`config.mk`:
```
export PLATFORM = sky130hd
export DESIGN_NAME = router_pkt_gen_flat
export DESIGN_NICKNAME = d
export VERILOG_FILES = /design/src/rtl/router_pkt_gen_if.sv /design/src/rtl/router_pkt_gen.sv /design/src/flat_wrapper.sv
export SDC_FILE = /design/constraint.sdc
export NUM_CORES = 1
export LEC_CHECK = 0
export CAP_MARGIN = 20
export CORE_UTILIZATION = 40
export CTS_BUF_LIST = sky130_fd_sc_hd__clkbuf_4
export DETAILED_ROUTE_END_ITERATION = 8
export GPL_ROUTABILITY_DRIVEN = 0
export PLACE_DENSITY = 0.72
export SYNTH_ARGS = -nofsm -noshare
export SYNTH_HDL_FRONTEND = slang
export SYNTH_SLANG_ARGS = --single-unit
```
`constraint.sdc`:
```
create_clock -name clock -period 2.86 [get_ports clock]
set_clock_uncertainty 0.2 [all_clocks]
set_input_delay 0.429 -clock clock [delete_from_list [all_inputs] [get_ports clock]]
set_output_delay 0.429 -clock clock [all_outputs]
set_load 0.005 [all_outputs]
```
`src/rtl/router_pkt_gen_if.sv`:
```
// Bundle between the router packet generator and the router: request side
// (start, destination, length, seed, error request, back-pressure) and beat side.
interface router_pkt_gen_if #(
  parameter int DATA_WIDTH = 8,
  parameter int ADDR_WIDTH = 2
);
  localparam int LEN_WIDTH = DATA_WIDTH - ADDR_WIDTH;

  logic                  start;
  logic [ADDR_WIDTH-1:0] dest_addr;
  logic [LEN_WIDTH-1:0]  payload_len;
  logic [15:0]           seed;
  logic                  corrupt_parity;
  logic                  busy;
  logic [DATA_WIDTH-1:0] data_out;
  logic                  pkt_valid;
  logic                  active;
  logic                  done;
  logic                  reject;
  logic [15:0]           pkt_count;

  modport master (
    input  start, dest_addr, payload_len, seed, corrupt_parity, busy,
    output data_out, pkt_valid, active, done, reject, pkt_count
  );

  modport slave (
    output start, dest_addr, payload_len, seed, corrupt_parity, busy,
    input  data_out, pkt_valid, active, done, reject, pkt_count
  );
endinterface

```
`src/rtl/router_pkt_gen.sv`:
```
// Router packet generator: header, LFSR payload and parity beat per request.
// Optional error injection on the parity beat: define ROUTER_PKT_GEN_ERR_INJ_EN.
module router_pkt_gen #(
  parameter int DATA_WIDTH = 8,
  parameter int ADDR_WIDTH = 2,
  parameter int NUM_CHAN   = 3
) (
  input  logic             clock,
  input  logic             reset,
  router_pkt_gen_if.master bus
);
  localparam int LEN_WIDTH = DATA_WIDTH - ADDR_WIDTH;
  localparam logic [ADDR_WIDTH:0] CHAN_LIMIT   = (ADDR_WIDTH+1)'(NUM_CHAN);
  localparam logic [15:0]         LFSR_DEFAULT = 16'hACE1;
  localparam logic [LEN_WIDTH-1:0] LEN_ONE     = {{(LEN_WIDTH-1){1'b0}}, 1'b1};

  typedef enum logic [1:0] {
    IDLE    = 2'd0,
    HEADER  = 2'd1,
    PAYLOAD = 2'd2,
    PARITY  = 2'd3
  } state_t;

  // x^16+x^14+x^13+x^11+1, shifting left with feedback into bit 0
  function automatic logic [15:0] lfsr_step(input logic [15:0] cur);
    return {cur[14:0], cur[15] ^ cur[13] ^ cur[12] ^ cur[10]};
  endfunction

  // An all-zero seed would lock the LFSR, so it is replaced
  function automatic logic [15:0] lfsr_load(input logic [15:0] raw);
    return (raw == 16'h0000) ? LFSR_DEFAULT : raw;
  endfunction

  state_t                state_r, state_s;
  logic [DATA_WIDTH-1:0] data_r, data_s;
  logic                  valid_r, valid_s;
  logic                  active_r, active_s;
  logic                  done_r, done_s;
  logic                  reject_r, reject_s;
  logic [15:0]           count_r, count_s;
  logic [15:0]           lfsr_r, lfsr_s;
  logic [DATA_WIDTH-1:0] par_r, par_s;
  logic [LEN_WIDTH-1:0]  rem_r, rem_s;
  logic                  inj_r, inj_s;
  logic                  start_ok_s;
  logic                  inj_req_s;
  logic [DATA_WIDTH-1:0] header_s;
  logic [DATA_WIDTH-1:0] inj_mask_s;

`ifdef ROUTER_PKT_GEN_ERR_INJ_EN
  assign inj_req_s = bus.corrupt_parity;
`else
  // Port kept so both builds share one interface; its value has no effect here
  logic unused_corrupt_s;
  assign unused_corrupt_s = bus.corrupt_parity;
  assign inj_req_s        = 1'b0;
`endif

  assign start_ok_s = (bus.payload_len != {LEN_WIDTH{1'b0}}) &&
                      ({1'b0, bus.dest_addr} < CHAN_LIMIT);
  assign header_s   = {bus.payload_len, bus.dest_addr};
  assign inj_mask_s = {{(DATA_WIDTH-1){1'b0}}, inj_r};

  // Next-state and next-output logic; rem counts payload beats still to emit
  always_comb begin
    state_s  = state_r;
    data_s   = data_r;
    valid_s  = valid_r;
    active_s = active_r;
    done_s   = 1'b0;
    reject_s = 1'b0;
    count_s  = count_r;
    lfsr_s   = lfsr_r;
    par_s    = par_r;
    rem_s    = rem_r;
    inj_s    = inj_r;
    case (state_r)
      IDLE: begin
        data_s   = {DATA_WIDTH{1'b0}};
        valid_s  = 1'b0;
        active_s = 1'b0;
        if (bus.start && start_ok_s) begin
          state_s  = HEADER;
          data_s   = header_s;
          valid_s  = 1'b1;
          active_s = 1'b1;
          par_s    = header_s;
          lfsr_s   = lfsr_load(bus.seed);
          rem_s    = bus.payload_len;
          inj_s    = inj_req_s;
        end else if (bus.start) begin
          reject_s = 1'b1;
        end else begin
          state_s = IDLE;
        end
      end
      HEADER: begin
        if (!bus.busy) begin
          state_s = PAYLOAD;
          data_s  = lfsr_r[DATA_WIDTH-1:0];
          lfsr_s  = lfsr_step(lfsr_r);
          rem_s   = rem_r - LEN_ONE;
        end else begin
          state_s = HEADER;
        end
      end
      PAYLOAD: begin
        if (!bus.busy) begin
          par_s = par_r ^ data_r;
          // The beat being accepted is the last one: fold it and present parity
          if (rem_r == {LEN_WIDTH{1'b0}}) begin
            state_s = PARITY;
            valid_s = 1'b0;
            data_s  = par_r ^ data_r ^ inj_mask_s;
          end else begin
            data_s = lfsr_r[DATA_WIDTH-1:0];
            lfsr_s = lfsr_step(lfsr_r);
            rem_s  = rem_r - LEN_ONE;
          end
        end else begin
          state_s = PAYLOAD;
        end
      end
      PARITY: begin
        if (!bus.busy) begin
          state_s  = IDLE;
          data_s   = {DATA_WIDTH{1'b0}};
          valid_s  = 1'b0;
          active_s = 1'b0;
          done_s   = 1'b1;
          count_s  = count_r + 16'd1;
        end else begin
          state_s = PARITY;
        end
      end
      default: begin
        state_s  = IDLE;
        data_s   = {DATA_WIDTH{1'b0}};
        valid_s  = 1'b0;
        active_s = 1'b0;
      end
    endcase
  end

  // State and registered outputs, synchronous reset aborts any packet
  always_ff @(posedge clock) begin
    if (reset) begin
      state_r  <= IDLE;
      data_r   <= {DATA_WIDTH{1'b0}};
      valid_r  <= 1'b0;
      active_r <= 1'b0;
      done_r   <= 1'b0;
      reject_r <= 1'b0;
      count_r  <= 16'd0;
      lfsr_r   <= LFSR_DEFAULT;
      par_r    <= {DATA_WIDTH{1'b0}};
      rem_r    <= {LEN_WIDTH{1'b0}};
      inj_r    <= 1'b0;
    end else begin
      state_r  <= state_s;
      data_r   <= data_s;
      valid_r  <= valid_s;
      active_r <= active_s;
      done_r   <= done_s;
      reject_r <= reject_s;
      count_r  <= count_s;
      lfsr_r   <= lfsr_s;
      par_r    <= par_s;
      rem_r    <= rem_s;
      inj_r    <= inj_s;
    end
  end

  assign bus.data_out  = data_r;
  assign bus.pkt_valid = valid_r;
  assign bus.active    = active_r;
  assign bus.done      = done_r;
  assign bus.reject    = reject_r;
  assign bus.pkt_count = count_r;
endmodule
```
`src/flat_wrapper.sv`:
```
// flat-port wrapper written by rule: the top's interface ports become plain ports
module router_pkt_gen_flat 
#(
  parameter int DATA_WIDTH = 8,
  parameter int ADDR_WIDTH = 2,
  parameter int NUM_CHAN   = 3
)
  (clock, reset, bus_start, bus_dest_addr, bus_payload_len, bus_seed, bus_corrupt_parity, bus_busy, bus_data_out, bus_pkt_valid, bus_active, bus_done, bus_reject, bus_pkt_count);
  router_pkt_gen_if #(.DATA_WIDTH(DATA_WIDTH), .ADDR_WIDTH(ADDR_WIDTH)) bus_i ();
  input  logic clock;
  input  logic reset;
  input wire logic [$bits(bus_i.start)-1:0] bus_start;
  input wire logic [$bits(bus_i.dest_addr)-1:0] bus_dest_addr;
  input wire logic [$bits(bus_i.payload_len)-1:0] bus_payload_len;
  input wire logic [$bits(bus_i.seed)-1:0] bus_seed;
  input wire logic [$bits(bus_i.corrupt_parity)-1:0] bus_corrupt_parity;
  input wire logic [$bits(bus_i.busy)-1:0] bus_busy;
  output wire logic [$bits(bus_i.data_out)-1:0] bus_data_out;
  output wire logic [$bits(bus_i.pkt_valid)-1:0] bus_pkt_valid;
  output wire logic [$bits(bus_i.active)-1:0] bus_active;
  output wire logic [$bits(bus_i.done)-1:0] bus_done;
  output wire logic [$bits(bus_i.reject)-1:0] bus_reject;
  output wire logic [$bits(bus_i.pkt_count)-1:0] bus_pkt_count;
  assign bus_i.start = bus_start;
  assign bus_i.dest_addr = bus_dest_addr;
  assign bus_i.payload_len = bus_payload_len;
  assign bus_i.seed = bus_seed;
  assign bus_i.corrupt_parity = bus_corrupt_parity;
  assign bus_i.busy = bus_busy;
  assign bus_data_out = bus_i.data_out;
  assign bus_pkt_valid = bus_i.pkt_valid;
  assign bus_active = bus_i.active;
  assign bus_done = bus_i.done;
  assign bus_reject = bus_i.reject;
  assign bus_pkt_count = bus_i.pkt_count;
  router_pkt_gen #(.DATA_WIDTH(DATA_WIDTH), .ADDR_WIDTH(ADDR_WIDTH), .NUM_CHAN(NUM_CHAN)) u_core (.clock(clock), .reset(reset), .bus(bus_i));
endmodule
```
==> impl_metrics.toml, run 1 <==
[outcome]
status = "finished, final reports clean"

[setup_path]
path_buf_inv = 1
cp-start-kind = "register"
endpoint_kind = "register"
rrSetupSlack_ns = 0.25
max_stage_delay_ns = 0.45
r2r_cells = 6
path_delay_family = "compound AO/OA/AOI/OAI gates"
slowest_stage = "o311a_1"
crit_type = "reg2reg"
reg2reg_from = "u_core.state_r[0]"
crit_fanout = 12
cp.required_ns = 2.97
path_cells = "inv_1 -> ha_1 -> nor3b_1 -> a22oi_1 -> nand2_1 -> o311a_1"
worstPathArrival_ns = 2.72
reg2reg_to = "u_core.rem_r[0]"

[finish]
fin_area_um2 = 4170
fin_nets = 480
areaGrowthSynthToFinish_pct = 25.2
n_antenna_cell = 0
drive_above_1_share_pct = 10.4

[clock_tree]
cts_resized = 0
cts_tree = "built"
hold_buffers = 0
post-cts-setup-buffers = 0
cts_num_sinks = 60
ctsHtreeMaxLevel = 3
cts.clk_slew.worst_paths_ns = 0.10
cts.path.max_buffers = 2
clkLatencyLatePin_ns = 0.42
numCtsBuffers = 9
cts_root_buf = "clkbuf_4"

[timing]
setup-tns-final_ns = 0
slew_headroom_pct = 50.6
setup_slack_ns = 0.253
period_share_pct = 91.2
rsz0062_at_grt = "no"
min_period_ns = 2.61
setup_viol = 0
fmax_mhz = 384
worstMarginPinSlew_ns = 0.734
slew_viol_final = 0
finalHoldViolations = 0

[min_path]
min_path_cells = 2
hold_end = "u_core.bus.pkt_count[15]"
hp-class = "reg2reg"
hp-start = "u_core.bus.pkt_count[15]"

[synthesis]
ys_seq_area_share_pct = 36.1
synth_edf_count = 0
ys_types = 53
synthCells = 387
synth_top_area_cell = "dfxtp_1"
ys.flop_type = "dfxtp_1"
synth-simple-area-share_pct = 15.9
synth_top_family_by_area = "compound AO/OA/AOI/OAI gates"
synth.top_cells.by_count = "60 x dfxtp_1, 30 x a21oi_1, 25 x nor2_1, 24 x o21ai_0, 20 x nand2_1"
synth.net_count = 422
synth_mux_area_share_pct = 4.21
synth_xor_area_share_pct = 5.79
synth-seq-cells = 60
synthAdderAreaFrac_pct = 2.25
synth.cell_area_um2 = 3330
ys_async_sr_fraction_pct = 0
netlist_top_cells_area = "dfxtp_1 36%, a21oi_1 4.5%, mux2i_1 4.2%"
netlist.area_leader.share_pct = 36.1
yosysWarnings = 0
syn-mean-instance-area_um2 = 8.60
yosysMostFrequentCell = "dfxtp_1"
synth-compound-area-share_pct = 30.1

[power_and_ir_drop]
power_per_cell_area_nw_per_um2 = 532
pwr-share-seq_pct = 44.2
netSwitchingFraction_pct = 31.7
power.internal_uw = 1510
vdd_drop_max_v = 0.000258
p_comb_share_pct = 24.9
power_leakage_uw = 0.00142
p_switching_uw = 704
clkPwrFrac_pct = 30.9
total_power_uw = 2220

[global_route]
grt_max_degree = 38
grt_pass1_wl_mm = 15.4
grt_pass1_vias = 3153
track_usage_pct = 22.7
antenna_found_initial = 0
grt_overflow_total = 0

[placement]
dpl-instance-area_um2 = 4010
pre_cts_ws_ns = 0.0973
port_buffers = 55
dpl.hpwl_mm = 6.50

[route]
vias = 3327
drcViolationCount = 0
wl_per_cell_um = 16.9
wl_met1_mm = 4.26
antenna_left = 0
drt_iter0_markers = 157
met2WireLength_mm = 4.41
wl_mm = 9.32
met3_length_um = 513
drtPass1Iterations = 4
top_layer = "met4"
via_per_inst = 6.03

[floorplan]
ioPinCount = 57
dieArea_um2 = 8690
initial_core_util_pct = 42.2
coreArea_um2 = 7890
row_count = 32
die_h_um = 93.2
die_w_um = 93.2

[run]
maxCapViolCount = 0
[routing by layer]
layer  global-route usage, %  up-vias
met2                    37.9      115
li1                        -     1589
met1                    28.8     1611
met5                       0        -
met4                    7.95        0
met3                    4.80       12
[worst min-delay path, cell delays in order (launching register included)]
cell	delay (ns)
dfxtp_1	0.33
o31ai_1	0.06
a21oi_1	0.06
[how the worst max path moves through the flow]
stage / from / to / slack, ns / depth (start not counted)
after floorplan: u_core.state_r[0] / u_core.rem_r[2] / 0.79 / 9
after global placement: bus_payload_len[1] / u_core.lfsr_r[11] / 0.13 / 5
after detailed placement: bus_start / u_core.rem_r[0] / 0.1 / 5
after CTS: u_core.state_r[0] / u_core.rem_r[0] / 0.31 / 6
after global routing: u_core.state_r[0] / u_core.rem_r[0] / 0.08 / 6
final: u_core.state_r[0] / u_core.rem_r[0] / 0.25 / 6
[kinds of logic after synthesis]
logic type | after synthesis
xor gates and xnor gates | 22
muxes | 14
and+or+nand+nor | 101
adders and majority gates | 6
DFF | 60
AOI/OAI and AO/OA | 144
buffers and inverters | 40
[power by group through the flow]
stage	logic, µW	clock network, µW	registers (µW)
2_1_floorplan	383	0	979
3_3_place_gp	526	0	993
3_5_place_dp	542	0	996
4_1_cts	546	703	978
5_1_grt	601	729	989
6_report	552	684	980
[registers in the layout, indices dropped and copies added, names as in the netlist]
register,flops
u_core.bus.active,1
u_core.bus.data_out,8
u_core.bus.done,1
u_core.bus.pkt_count,16
u_core.bus.pkt_valid,1
u_core.bus.reject,1
u_core.lfsr_r,16
u_core.par_r,8
u_core.rem_r,6
u_core.state_r,2
[stage by stage]
step / util (%) / hold WS [ns] / cells
finish: 52.8 / 0.288 / 552
global route: 52.8 / 0.316 / 552
CTS: 52.8 / 0.295 / 552
detailed placement: 50.9 / 0.280 / 536
global placement: 50.9 / 0.269 / 536
floorplan: - / 0.244 / 387
[placed cells by master (no fill, tap or decap), types with 5 or more instances in the layout]
master | netlist | layout
nor2_1 | 25 | 25
mux2i_1 | 14 | 14
nand4_1 | 8 | 8
nor3_1 | 5 | 5
clkdlybuf4s50_1 | 0 | 55
inv_1 | 11 | 11
dfxtp_1 | 60 | 60
o21ai_0 | 24 | 24
a31oi_1 | 17 | 17
xnor2_1 | 11 | 11
o21ai_1 | 6 | 6
o22ai_1 | 9 | 9
a21boi_0 | 5 | 5
a21oi_1 | 30 | 30
o31ai_1 | 8 | 8
xor2_1 | 11 | 11
o211ai_1 | 14 | 14
nand2_1 | 20 | 20
buf_4 | 1 | 20
clkbuf_4 | 0 | 10
ha_1 | 6 | 6
nor2b_1 | 11 | 11
nor4_1 | 12 | 12
a311oi_2 | 8 | 8
[cell type report]
cell class | instances | area, µm²
Tap cell | 102 | 128
Multi-Input combinational cell | 287 | 1940
Fill cell | 739 | 3720
Clock buffer | 10 | 75.1
Timing Repair Buffer | 75 | 701
Inverter | 12 | 45.0
Sequential cell | 60 | 1200
Clock inverter | 6 | 78.8
(Power assumes the default switching activity.)
==> run 2: changes to the inputs <==
--- a/config.mk
+++ b/config.mk
@@ -7,7 +7,7 @@
 export LEC_CHECK = 0
 export CAP_MARGIN = 20
 export CORE_UTILIZATION = 40
-export CTS_BUF_LIST = sky130_fd_sc_hd__clkbuf_4
+export CTS_BUF_LIST = sky130_fd_sc_hd__clkbuf_16
 export DETAILED_ROUTE_END_ITERATION = 8
 export GPL_ROUTABILITY_DRIVEN = 0
 export PLACE_DENSITY = 0.72
==> run 2 against run 1 <==
Clock-buffer cell count decreased by 1. Worst hold slack got worse by 0.0073 ns. Core utilization increased by 2.0 points. Maximum frequency increased by 0.38%. Critical path type unchanged. Critical endpoint unchanged. Largest power group is now the clock network.
==> impl_metrics.toml, run 2 (synthesis gave the netlist of run 1 again) <==
[floorplan]
dieArea_um2 = 8690
coreArea_um2 = 7890
die_h_um = 93.2
die_w_um = 93.2
initial_core_util_pct = 42.2
row_count = 32
ioPinCount = 57

[setup_path]
cp-start-kind = "register"
crit_type = "reg2reg"
cp.required_ns = 2.87
endpoint_kind = "register"
worstPathArrival_ns = 2.61
crit_fanout = 12

[timing]
finalHoldViolations = 0
slew_viol_final = 0
slew_headroom_pct = 52.2
rsz0062_at_grt = "no"
setup_viol = 0
min_period_ns = 2.60
setup-tns-final_ns = 0
fmax_mhz = 385
period_share_pct = 90.8
worstMarginPinSlew_ns = 0.711
setup_slack_ns = 0.262

[clock_tree]
clkLatencyLatePin_ns = 0.33
cts.path.max_buffers = 2
post-cts-setup-buffers = 0
cts_root_buf = "clkbuf_16"
cts_tree = "built"
hold_buffers = 0
cts_resized = 0
cts_num_sinks = 60
numCtsBuffers = 9
cts.clk_slew.worst_paths_ns = 0.05
ctsHtreeMaxLevel = 3

[route]
drt_iter0_markers = 192
drtPass1Iterations = 5
via_per_inst = 6.01
vias = 3320
wl_per_cell_um = 16.9
wl_mm = 9.32
antenna_left = 0
drcViolationCount = 0

[run]
maxCapViolCount = 0

[finish]
n_antenna_cell = 0
areaGrowthSynthToFinish_pct = 29.8
fin_nets = 480
fin_area_um2 = 4320
drive_above_1_share_pct = 10.2
final_cell_mix = "60 x dfxtp_1, 55 x clkdlybuf4s50_1, 30 x a21oi_1"
layout_commonest_cell = "dfxtp_1"

[global_route]
antenna_found_initial = 0
grt_pass1_vias = 3169
track_usage_pct = 22.8
grt_max_degree = 38
grt_overflow_total = 0
grt_pass1_wl_mm = 15.5

[placement]
dpl-instance-area_um2 = 4010
pre_cts_ws_ns = 0.0973
dpl.hpwl_mm = 6.50
port_buffers = 55

[power_and_ir_drop]
power_per_cell_area_nw_per_um2 = 618
power_leakage_uw = 0.00149
vdd_drop_max_v = 0.000355
total_power_uw = 2670

[outcome]
status = "finished, final reports clean"

[min_path]
hp-class = "reg2reg"
[run 2: through the flow]
stage,std cells,hold slack [ns],util (%)
floorplan,387,0.244,-
CTS,552,0.288,54.8
global placement,536,0.269,50.9
detailed placement,536,0.280,50.9
finish,552,0.281,54.8
global route,552,0.314,54.8
[run 2: worst max-delay path, cell delays in order, from the launching register on]
cell and delay (ns):
dfxtp_1 0.38, inv_1 0.10, ha_1 0.34, nor3b_1 0.21, a22oi_1 0.40, nand2_1 0.41, o311a_1 0.45
[run 2: layout make-up]
| type | instances | area [µm²] |
|---|---|---|
| multi-input cells | 287 | 1940 |
| well taps | 102 | 128 |
| flip-flops and latches | 60 | 1200 |
| repair buffers | 75 | 701 |
| clock inverters | 7 | 82.6 |
| clock buffers | 9 | 225 |
| fillers | 717 | 3570 |
| inverters | 12 | 45.0 |
[run 2: final timing paths]
check	start	to	slack [ns]	cells after the start
setup / recovery	u_core.state_r[0]	u_core.rem_r[0]	0.26	6
hold / removal	u_core.bus.pkt_count[15]	u_core.bus.pkt_count[15]	0.28	2
setup reg to reg	u_core.state_r[0]	u_core.rem_r[0]	0.26	6
hold reg to reg	u_core.bus.pkt_count[15]	u_core.bus.pkt_count[15]	0.28	2
[run 2: layer usage]
layer | track usage [%] | part of all wire [%] | wire [µm]
met5 | 0 | 0 | 0
met4 | 7.05 | 1.1 | 106
met3 | 5.28 | 5.8 | 543
met2 | 38.4 | 48 | 4480
met1 | 29.0 | 45 | 4200
[run 2: where the power goes]
| part | switching (µW) | total (µW) | internal (µW) | leakage, µW |
|---|---|---|---|---|
| Combinational | 307 | 553 | 246 | 0.000841 |
| Clock | 384 | 1130 | 751 | 0.000158 |
| Sequential | 69.3 | 981 | 912 | 0.000492 |
